<file path="src/rtl/tx_packer_pkg.sv">
// Shared constants, FSM state type and small helpers for the TX packer.
// Imported by the top-level packer and by its round-robin arbiter.
package tx_packer_pkg;

    localparam int OUT_W = 32;
    localparam logic [7:0]  HDR_MAGIC = 8'hA5;
    localparam logic [15:0] EOF_MAGIC = 16'hA5EE;

    typedef enum logic [1:0] {
        ST_IDLE   = 2'd0,
        ST_HEADER = 2'd1,
        ST_BODY   = 2'd2,
        ST_EOF    = 2'd3
    } state_t;

    // Highest set bit wins; callers only pass one-hot or zero vectors.
    function automatic logic [3:0] onehot_to_idx(input logic [15:0] oh);
        logic [3:0] idx;
        idx = 4'h0;
        for (int i = 0; i < 16; i++) begin
            if (oh[i]) begin
                idx = 4'(i);
            end
        end
        return idx;
    endfunction

endpackage

</file>
<file path="src/rtl/tx_packer_rr_arbiter.sv">
// Round-robin arbiter: grants the lowest requesting index above the last
// granted one, wrapping to index 0; the pointer moves only on update.
module rr_arbiter
    import tx_packer_pkg::*;
#(
    parameter int NUM_CH = 2
) (
    input  logic              clk,
    input  logic              rst_n,
    input  logic [NUM_CH-1:0] req,
    input  logic              update,
    output logic [NUM_CH-1:0] grant
);

    logic [3:0] last_r;

    // Last-granted pointer; reset to NUM_CH-1 so channel 0 wins first.
    always_ff @(posedge clk or negedge rst_n) begin
        if (!rst_n) begin
            last_r <= 4'(NUM_CH - 1);
        end else if (update) begin
            last_r <= onehot_to_idx(16'(grant));
        end else begin
            last_r <= last_r;
        end
    end

    // Two passes: indices above the pointer first, then the wrapped range.
    always_comb begin
        logic found;
        grant = '0;
        found = 1'b0;
        for (int j = 0; j < NUM_CH; j++) begin
            grant[j] = !found && req[j] && (4'(j) > last_r);
            found    = found | grant[j];
        end
        for (int j = 0; j < NUM_CH; j++) begin
            grant[j] = grant[j] | (!found && req[j] && (4'(j) <= last_r));
            found    = found | grant[j];
        end
    end

endmodule

</file>
<file path="src/rtl/tx_packer.sv">
// Packs per-channel wide beats into 32-bit FIFO words: optional header,
// MSW-first body words, and a merged end-of-frame marker word.
module tx_packer
    import tx_packer_pkg::*;
#(
    parameter int IN_W   = 128,
    parameter int NUM_CH = 2,
    parameter int HDR_EN = 1
) (
    input  logic                   clk,
    input  logic                   rst_n,
    input  logic [NUM_CH*IN_W-1:0] ch_data,
    input  logic [NUM_CH-1:0]      ch_valid,
    output logic [NUM_CH-1:0]      ch_ready,
    input  logic                   frame_done,
    input  logic                   FIFO_tx_full,
    output logic [OUT_W-1:0]       FIFO_tx_din,
    output logic                   FIFO_tx_enable,
    output logic                   busy
);

    localparam int BEATS = IN_W / OUT_W;
    localparam int CNT_W = (BEATS > 1) ? $clog2(BEATS) : 1;

    state_t            state_r;
    state_t            next_state_s;
    logic [NUM_CH-1:0] grant_s;
    logic              accept_s;
    logic              wr_s;
    logic [IN_W-1:0]   cap_data_s;
    logic [IN_W-1:0]   shift_r;
    logic [OUT_W-1:0]  hdr_word_r;
    logic [15:0]       seq_r;
    logic [15:0]       frame_cnt_r;
    logic              eof_pending_r;
    logic [CNT_W-1:0]  beat_cnt_r;

    rr_arbiter #(.NUM_CH(NUM_CH)) u_arb (
        .clk    (clk),
        .rst_n  (rst_n),
        .req    (ch_valid),
        .update (accept_s),
        .grant  (grant_s)
    );

    // Accept strobe exists only in IDLE and never while reset is asserted.
    always_comb begin
        ch_ready = '0;
        if (rst_n && (state_r == ST_IDLE)) begin
            ch_ready = grant_s;
        end else begin
            ch_ready = '0;
        end
    end

    assign accept_s       = |ch_ready;
    assign wr_s           = (state_r != ST_IDLE) && !FIFO_tx_full;
    assign FIFO_tx_enable = wr_s;
    assign busy           = (state_r != ST_IDLE) || eof_pending_r;

    // Select the granted channel's beat.
    always_comb begin
        cap_data_s = '0;
        for (int k = 0; k < NUM_CH; k++) begin
            cap_data_s = cap_data_s | (ch_data[k*IN_W +: IN_W] & {IN_W{grant_s[k]}});
        end
    end

    // Pending output word is derived from the current state's registers.
    always_comb begin
        FIFO_tx_din = '0;
        case (state_r)
            ST_HEADER: FIFO_tx_din = hdr_word_r;
            ST_BODY:   FIFO_tx_din = shift_r[IN_W-1 -: OUT_W];
            ST_EOF:    FIFO_tx_din = {EOF_MAGIC, frame_cnt_r};
            default:   FIFO_tx_din = '0;
        endcase
    end

    // Next-state logic; a blocked FIFO holds the state.
    always_comb begin
        next_state_s = state_r;
        case (state_r)
            ST_IDLE: begin
                if (accept_s) begin
                    next_state_s = (HDR_EN != 0) ? ST_HEADER : ST_BODY;
                end else if (eof_pending_r) begin
                    next_state_s = ST_EOF;
                end else begin
                    next_state_s = ST_IDLE;
                end
            end
            ST_HEADER: begin
                if (wr_s) begin
                    next_state_s = ST_BODY;
                end else begin
                    next_state_s = ST_HEADER;
                end
            end
            ST_BODY: begin
                if (wr_s && (beat_cnt_r == CNT_W'(BEATS - 1))) begin
                    next_state_s = ST_IDLE;
                end else begin
                    next_state_s = ST_BODY;
                end
            end
            ST_EOF: begin
                if (wr_s) begin
                    next_state_s = ST_IDLE;
                end else begin
                    next_state_s = ST_EOF;
                end
            end
            default: next_state_s = ST_IDLE;
        endcase
    end

    // State register.
    always_ff @(posedge clk or negedge rst_n) begin
        if (!rst_n) begin
            state_r <= ST_IDLE;
        end else begin
            state_r <= next_state_s;
        end
    end

    // Datapath: capture on accept, shift per body word, sequence/frame counters.
    always_ff @(posedge clk or negedge rst_n) begin
        if (!rst_n) begin
            shift_r       <= '0;
            hdr_word_r    <= '0;
            seq_r         <= 16'h0000;
            frame_cnt_r   <= 16'h0000;
            eof_pending_r <= 1'b0;
            beat_cnt_r    <= '0;
        end else begin
            if (accept_s) begin
                shift_r    <= cap_data_s;
                hdr_word_r <= {HDR_MAGIC, 4'h0, onehot_to_idx(16'(grant_s)), seq_r};
                seq_r      <= seq_r + 16'd1;
                beat_cnt_r <= '0;
            end else if (wr_s && (state_r == ST_BODY)) begin
                shift_r    <= shift_r << OUT_W;
                beat_cnt_r <= beat_cnt_r + CNT_W'(1);
            end
            // A new pulse in the same cycle as the marker write re-arms it.
            if (frame_done) begin
                eof_pending_r <= 1'b1;
            end else if (wr_s && (state_r == ST_EOF)) begin
                eof_pending_r <= 1'b0;
            end
            if (wr_s && (state_r == ST_EOF)) begin
                frame_cnt_r <= frame_cnt_r + 16'd1;
            end
        end
    end

endmodule

</file>
<file path="config.mk">
export PLATFORM = sky130hd
export DESIGN_NAME = tx_packer
export DESIGN_NICKNAME = d
export VERILOG_FILES = /design/src/rtl/tx_packer_pkg.sv /design/src/rtl/tx_packer_rr_arbiter.sv /design/src/rtl/tx_packer.sv
export SDC_FILE = /design/constraint.sdc
export NUM_CORES = 1
export LEC_CHECK = 0
export CORE_ASPECT_RATIO = 0.7
export CORE_MARGIN = 4
export CORE_UTILIZATION = 51
export DETAILED_ROUTE_END_ITERATION = 16
export GPL_TIMING_DRIVEN = 0
export PLACE_DENSITY = 0.95
export SLEW_MARGIN = 20
export SYNTH_ARGS = -nofsm -noshare
export SYNTH_HDL_FRONTEND = slang
export SYNTH_SLANG_ARGS = --single-unit
</file>
<file path="constraint.sdc">
create_clock -name clk -period 4.4 [get_ports clk]
set_clock_uncertainty 0.2 [all_clocks]
set_input_delay 0.66 -clock clk [delete_from_list [all_inputs] [get_ports clk]]
set_output_delay 0.66 -clock clk [all_outputs]
set_load 0.05 [all_outputs]
</file>
==> results of run 1 <==
logic make-up after synthesis:
group / after synthesis
DFF: 184
AOI/OAI and AO/OA: 290
muxes: 16
buffers and inverters: 100
and+or+nand+nor: 357
xor gates and xnor gates: 31
adders and majority gates: 3
worst min-delay path by stage:
stage	from	end	cells after the start	slack [ns]
6_report	rst_n	seq_r[0]	1	-0.02
5_1_grt	rst_n	eof_pending_r	1	0.01
4_1_cts	rst_n	shift_r[22]	1	0.1
3_5_place_dp	hdr_word_r[4]	hdr_word_r[4]	2	0.26
3_3_place_gp	frame_cnt_r[15]	frame_cnt_r[15]	1	0.26
2_1_floorplan	rst_n	beat_cnt_r[0]	0	0.16
what timing repair did:
action,4_1_cts,5_1_grt
hold buffers,0,0
resized for setup,0,1
setup buffers,0,0
hold endpoints to repair,0,0
endpoints found under the setup margin,0,1
Yosys cell counts (9+ instances only):
master and count:
a221oi_1 16, nor2_1 9, nand2_1 267, a31oi_1 96
dfrtp_1 183, nand4_1 9, a22o_1 17, a22oi_1 32
a221oi_2 80, buf_2 19, buf_6 13, mux2_2 16
nand3_1 42, xnor2_1 24, clkbuf_1 61, o21ai_0 34
per-stage QoR:
stage	hold slack (ns)	utilization, %	power [mW]	worst slack, ns	instances
after floorplan	0.164	-	4.92	1.52	981
after global placement	0.256	70.8	6.19	-5.27	1514
after detailed placement	0.260	70.9	6.32	0.185	1515
after CTS	0.0963	74.7	8.13	0.158	1546
after global routing	0.0147	74.7	8.57	0.152	1546
final	-0.0246	74.7	8.21	0.262	1547
sequential cells by signal (all words and copies together), names as in the netlist:
name and flops:
beat_cnt_r 2, eof_pending_r 1, frame_cnt_r 16, hdr_word_r 18
seq_r 16, shift_r 128, state_r 2, u_arb.last_r 1
power groups by stage:
stage	combinational, mW	clock [mW]	sequential, mW
floorplan	2.33	0	2.59
global placement	3.41	0	2.77
detailed placement	3.53	0	2.80
CTS	3.57	1.78	2.78
global route	3.85	1.87	2.86
finish	3.60	1.79	2.82
per-layer routing:
metal	track usage (%)	wire length, um	vias up
li1	-	-	4269
met1	44.2	14700	4739
met2	55.0	17000	639
met3	8.99	3770	80
met4	12.4	1130	0
met5	0	0	-
cell type report:
type / instances / area (sq um) / share of cell area, %
tap: 236 / 295 / 2.15
buffer: 98 / 493 / 3.59
timing repair buffer: 298 / 3010 / 21.9
multi-input combinational: 697 / 4620 / 33.7
clock buffer: 18 / 439 / 3.20
clock inverter: 13 / 250 / 1.82
sequential: 184 / 4610 / 33.6
antenna: 1 / 2.50 / 0.0182
inverter: 2 / 7.51 / 0.0547
==> flow_summary.yaml, run 1 <==
finish:
  area_growth_pct: 41.1
  design_area_sq_um: 13700
  layout.nets: 1563
  final_common_cell: "clkdlybuf4s50_1"
  most-common-layout-cells: "clkdlybuf4s50_1, nand2_1, dfrtp_1, a31oi_1, a221oi_2"
  n_fill_cell: 1278
  drive_gt1_share_pct: 12.5
floorplan:
  rows: 41
  die_x_um: 173
  die_h_um: 124
  start_util_pct: 53.0
  dieArea_sq_um: 21400
  io-pin-count: 298
  core-area_sq_um: 18400
timing:
  slew_headroom_pct: 30.0
  rsz0062_at_grt: "false"
  timing.final.crit_period_ns: 4.14
  clock.fmax_ghz: 0.242
  post-route-period-util_pct: 94.0
  holdWs_ns: -0.0246
  setup_tns_ns: 0
  tightestPinTransition_ns: 1.04
  setup_viol: 0
  finalHoldViolations: 21
  maxSlewViolCount: 0
routing:
  vias: 9727
  route.detailed.drc: 0
  final_antenna_net_count: 0
  vias_per_cell: 6.29
  drt_wl_total_um: 36600
  routedWlPerCell_um: 23.6
  dr.first_iter.drc_count: 1144
  drt_pass1_iterations: 6
logic_synthesis:
  synthDistinctLibCells: 42
  synth_top_area_share_pct: 47.1
  synth_edf_count: 0
  synth_top_cells_by_area: "dfrtp_1, a221oi_2, nand2_1"
  ys_seq_area_share_pct: 47.4
  yosysWarnings: 0
  ys_ff_latch: 184
  synthXorXnorAreaFrac_pct: 2.79
  syn_area_sq_um: 9730
  synth_mux_area_share_pct: 1.85
  async_flop_share_pct: 100
  post-synth-top-area-cell: "dfrtp_1"
  postSynthCellCount: 981
  synthAdderAreaFrac_pct: 0.386
  synth-main-ff-cell: "dfrtp_1"
  synth_top_family_by_area: "compound AO/OA/AOI/OAI gates"
  syn_nets: 1246
  synth-simple-area-share_pct: 15.6
  syn_area_per_cell_sq_um: 9.92
  synth_compound_area_share_pct: 26.9
power_and_ir_drop:
  total_leakage_power_nw: 5.79
  switchingPower_mw: 3.42
  power.density_nw_per_um2: 598
  power_frac_seq_pct: 34.3
  clkPwrFrac_pct: 21.8
  switching_share_pct: 41.7
  intPower_mw: 4.78
  pwr-share-comb_pct: 43.9
  ir_drop_v: 0.000291
setup_path:
  cpMaxStageDelayCell: "clkdlybuf4s50_1"
  crit_chain: "clkdlybuf4s50_1 > a21boi_0 > clkbuf_1 > nand3_1 > inv_1 > clkdlybuf4s50_1"
  crit-reg2reg-capture: "shift_r[66]"
  critPathLaunchType: "input port"
  crit_arrival_ns: 3.28
  path_depth: 6
  r2r_slack_ns: 1.48
  endpoint_kind: "output port"
  cp-startpoint: "ch_valid[0]"
  crit_top_cell: "clkdlybuf4s50_1"
  critPathMaxStageDelay_ns: 0.81
  path_buf_inv: 4
  crit_end: "ch_ready[0]"
  r2r_cells: 5
  crit_type: "input port to output port"
  cp_max_fo: 10
  r2r_start: "u_arb.last_r[0]"
  cp.required_ns: 3.54
  crit_family: "buffers and inverters"
placement:
  post_dp_cell_area_sq_um: 13000
  routabilityCongestion: 0.925
  hpwl_um: 28400
  port_buffers: 297
clocking:
  cts.reportedPaths.clkPinSlew_ns: 0.07
  cts_buffer_depth: 2
  cts_made_buffers: 17
  clockRootBuffer: "clkbuf_16"
  clkLatencyLatePin_ns: 0.43
  cts_sinks: 184
  cts_tree: "built"
  h-tree-depth: 4
global_routing:
  overflow: 0
  antenna_found_initial: 1
  gr-usage-all-layers_pct: 33.8
  grt_max_degree: 102
  grt_pass1_wl_um: 55400
  grt_pass1_vias: 9934
job:
  cap_violations: 0
outcome:
  violations: "hold timing"
  status: "finished with violations"
min_path:
  hold_path_class: "input port to asynchronous set/reset pin"
No activity file was read; power rests on OpenSTA's default activity.
==> run 2, diff against run 1 <==
--- a/config.mk
+++ b/config.mk
@@ -8,6 +8,7 @@
 export CORE_ASPECT_RATIO = 0.7
 export CORE_MARGIN = 4
 export CORE_UTILIZATION = 51
+export CTS_CLUSTER_SIZE = 20
 export DETAILED_ROUTE_END_ITERATION = 16
 export GPL_TIMING_DRIVEN = 0
 export PLACE_DENSITY = 0.95
==> results of run 2 <==
No change in the layout: final DEF, timing and power equal those of run 1.
==> run 3, diff against run 2 <==
--- a/config.mk
+++ b/config.mk
@@ -7,11 +7,12 @@
 export LEC_CHECK = 0
 export CORE_ASPECT_RATIO = 0.7
 export CORE_MARGIN = 4
-export CORE_UTILIZATION = 51
-export CTS_CLUSTER_SIZE = 20
+export CORE_UTILIZATION = 55
+export CTS_CLUSTER_SIZE = 14
 export DETAILED_ROUTE_END_ITERATION = 16
+export DONT_BUFFER_PORTS = 1
 export GPL_TIMING_DRIVEN = 0
-export PLACE_DENSITY = 0.95
+export PLACE_DENSITY = 0.79
 export SLEW_MARGIN = 20
 export SYNTH_ARGS = -nofsm -noshare
 export SYNTH_HDL_FRONTEND = slang
==> flow_summary.yaml, run 3 (synthesis results as in run 1) <==
power_and_ir_drop:
  power_frac_seq_pct: 38.6
  pwr-share-comb_pct: 40.6
  ir_drop_v: 0.000343
  power.density_nw_per_um2: 682
  clkPwrFrac_pct: 20.8
  intPower_mw: 3.96
  switching_share_pct: 45.2
  switchingPower_mw: 3.26
  total_leakage_power_nw: 4.55
global_routing:
  grt_max_degree: 187
  grt_pass1_wl_um: 48100
  grt_pass1_vias: 8069
  antenna_found_initial: 1
  gr-usage-all-layers_pct: 31.8
  overflow: 0
setup_path:
  r2r_start: "u_arb.last_r[0]"
  crit-reg2reg-capture: "shift_r[93]"
  crit_arrival_ns: 2.52
  cp.required_ns: 3.54
  r2r_slack_ns: 1.48
  cp_max_fo: 10
  crit_type: "register to output port"
  endpoint_kind: "output port"
  critPathLaunchType: "register"
  r2r_cells: 5
timing:
  worst_slack_ns: 1.02
  slew_headroom_pct: 28.3
  setup_viol: 0
  timing.final.crit_period_ns: 3.38
  tightestPinTransition_ns: 1.07
  maxSlewViolCount: 0
  setup_tns_ns: 0
  finalHoldViolations: 184
  clock.fmax_ghz: 0.296
  holdWs_ns: -0.263
  rsz0062_at_grt: "false"
  post-route-period-util_pct: 76.9
outcome:
  violations: "hold timing"
  status: "finished with violations"
finish:
  n_fill_cell: 1483
  drive_gt1_share_pct: 16.1
  largest_reg_flops: 128
  multi_input_area_sq_um: 4620
  area_growth_pct: 8.82
  postLayoutCoreUtil_pct: 61.3
  reg_top3: "shift_r (128), hdr_word_r (18)"
  final_common_cell: "nand2_1"
  layout.nets: 1265
  regArea_sq_um: 4610
  insertedDiodeCount: 0
  finalNonFillerCells: 1244
  most-common-layout-cells: "nand2_1, dfrtp_1, a31oi_1, a221oi_2, clkbuf_1"
  regMostFlops: "shift_r"
placement:
  routabilityCongestion: 0.902
  pre_cts_ws_ns: 1.20
  placed_cells: 1212
  hpwl_um: 24800
  port_buffers: 0
clocking:
  cts_sinks: 184
  cts_buffer_depth: 2
  h-tree-depth: 4
  cts_resized: 0
  cts_setup_buffers: 0
  cts_tree: "built"
  cts_made_buffers: 17
  clkLatencyLatePin_ns: 0.43
  clockRootBuffer: "clkbuf_16"
  cts.reportedPaths.clkPinSlew_ns: 0.07
routing:
  vias: 8296
  routedWlPerCell_um: 25.8
  dr.first_iter.drc_count: 847
  route.detailed.drc: 0
  drt_pass1_iterations: 5
  final_antenna_net_count: 0
  vias_per_cell: 6.67
  drt_wl_total_um: 32100
floorplan:
  dieArea_sq_um: 19900
  die_h_um: 119
  rows: 40
  core-area_sq_um: 17300
  die_x_um: 167
  io-pin-count: 298
  start_util_pct: 56.3
job:
  cap_violations: 0
min_path:
  hold_path_class: "input port to asynchronous set/reset pin"
[run 3: cell count changes in the layout (fill, tap and decap cells not counted), sizes merged]
cell | previous run | this run
clkdlybuf4s50 | 296 | 0
bufinv | 7 | 1
inv | 2 | 8
buf | 39 | 37
clkinvlp | 1 | 3
clkbuf | 79 | 78
diode | 1 | 0
[run 3: how the worst max path moves through the flow]
stage | start | to | depth (start not counted)
after global routing | state_r[1] | FIFO_tx_din[29] | 4
after floorplan | ch_valid[1] | ch_ready[1] | 3
after CTS | u_arb.last_r[0] | ch_ready[0] | 5
after detailed placement | ch_valid[1] | shift_r[93] | 5
final | state_r[1] | FIFO_tx_din[29] | 4
after global placement | ch_valid[1] | shift_r[93] | 5
[run 3: power groups by stage]
stage / clock, mW / combinational [mW] / sequential (mW)
2_1_floorplan: 0 / 2.33 / 2.59
3_5_place_dp: 0 / 2.90 / 2.78
4_1_cts: 1.51 / 2.92 / 2.76
3_3_place_gp: 0 / 2.83 / 2.77
6_report: 1.50 / 2.93 / 2.79
5_1_grt: 1.59 / 3.18 / 2.83
[run 3: final cells by class]
class	count	area share, %
clock buffers	17	4.02
well taps	231	2.73
multi-input cells	697	43.7
flip-flops and latches	184	43.5
plain buffers	98	4.66
clock inverters	15	1.36
inverters	2	0.0709
[run 3: worst max-delay path, stage by stage (launching register included)]
cell and delay, ns:
dfrtp_1 0.38, buf_6 0.14, clkbuf_1 0.30, o21ai_0 0.74, nand2_1 0.53
[run 3: metal layers]
| layer | global-route usage [%] | wire length [um] | up-vias |
|---|---|---|---|
| met5 | 0 | 0 | - |
| met4 | 9.20 | 655 | 0 |
| met3 | 6.80 | 2960 | 49 |
| met2 | 48.3 | 14600 | 497 |
| met1 | 46.1 | 13900 | 4064 |
| li1 | - | - | 3686 |
[run 3: stage by stage]
step,instance area (sq um),power [mW]
5_1_grt,10600,7.60
2_1_floorplan,9730,4.92
4_1_cts,10600,7.19
3_5_place_dp,10000,5.68
3_3_place_gp,10000,5.60
6_report,10600,7.22
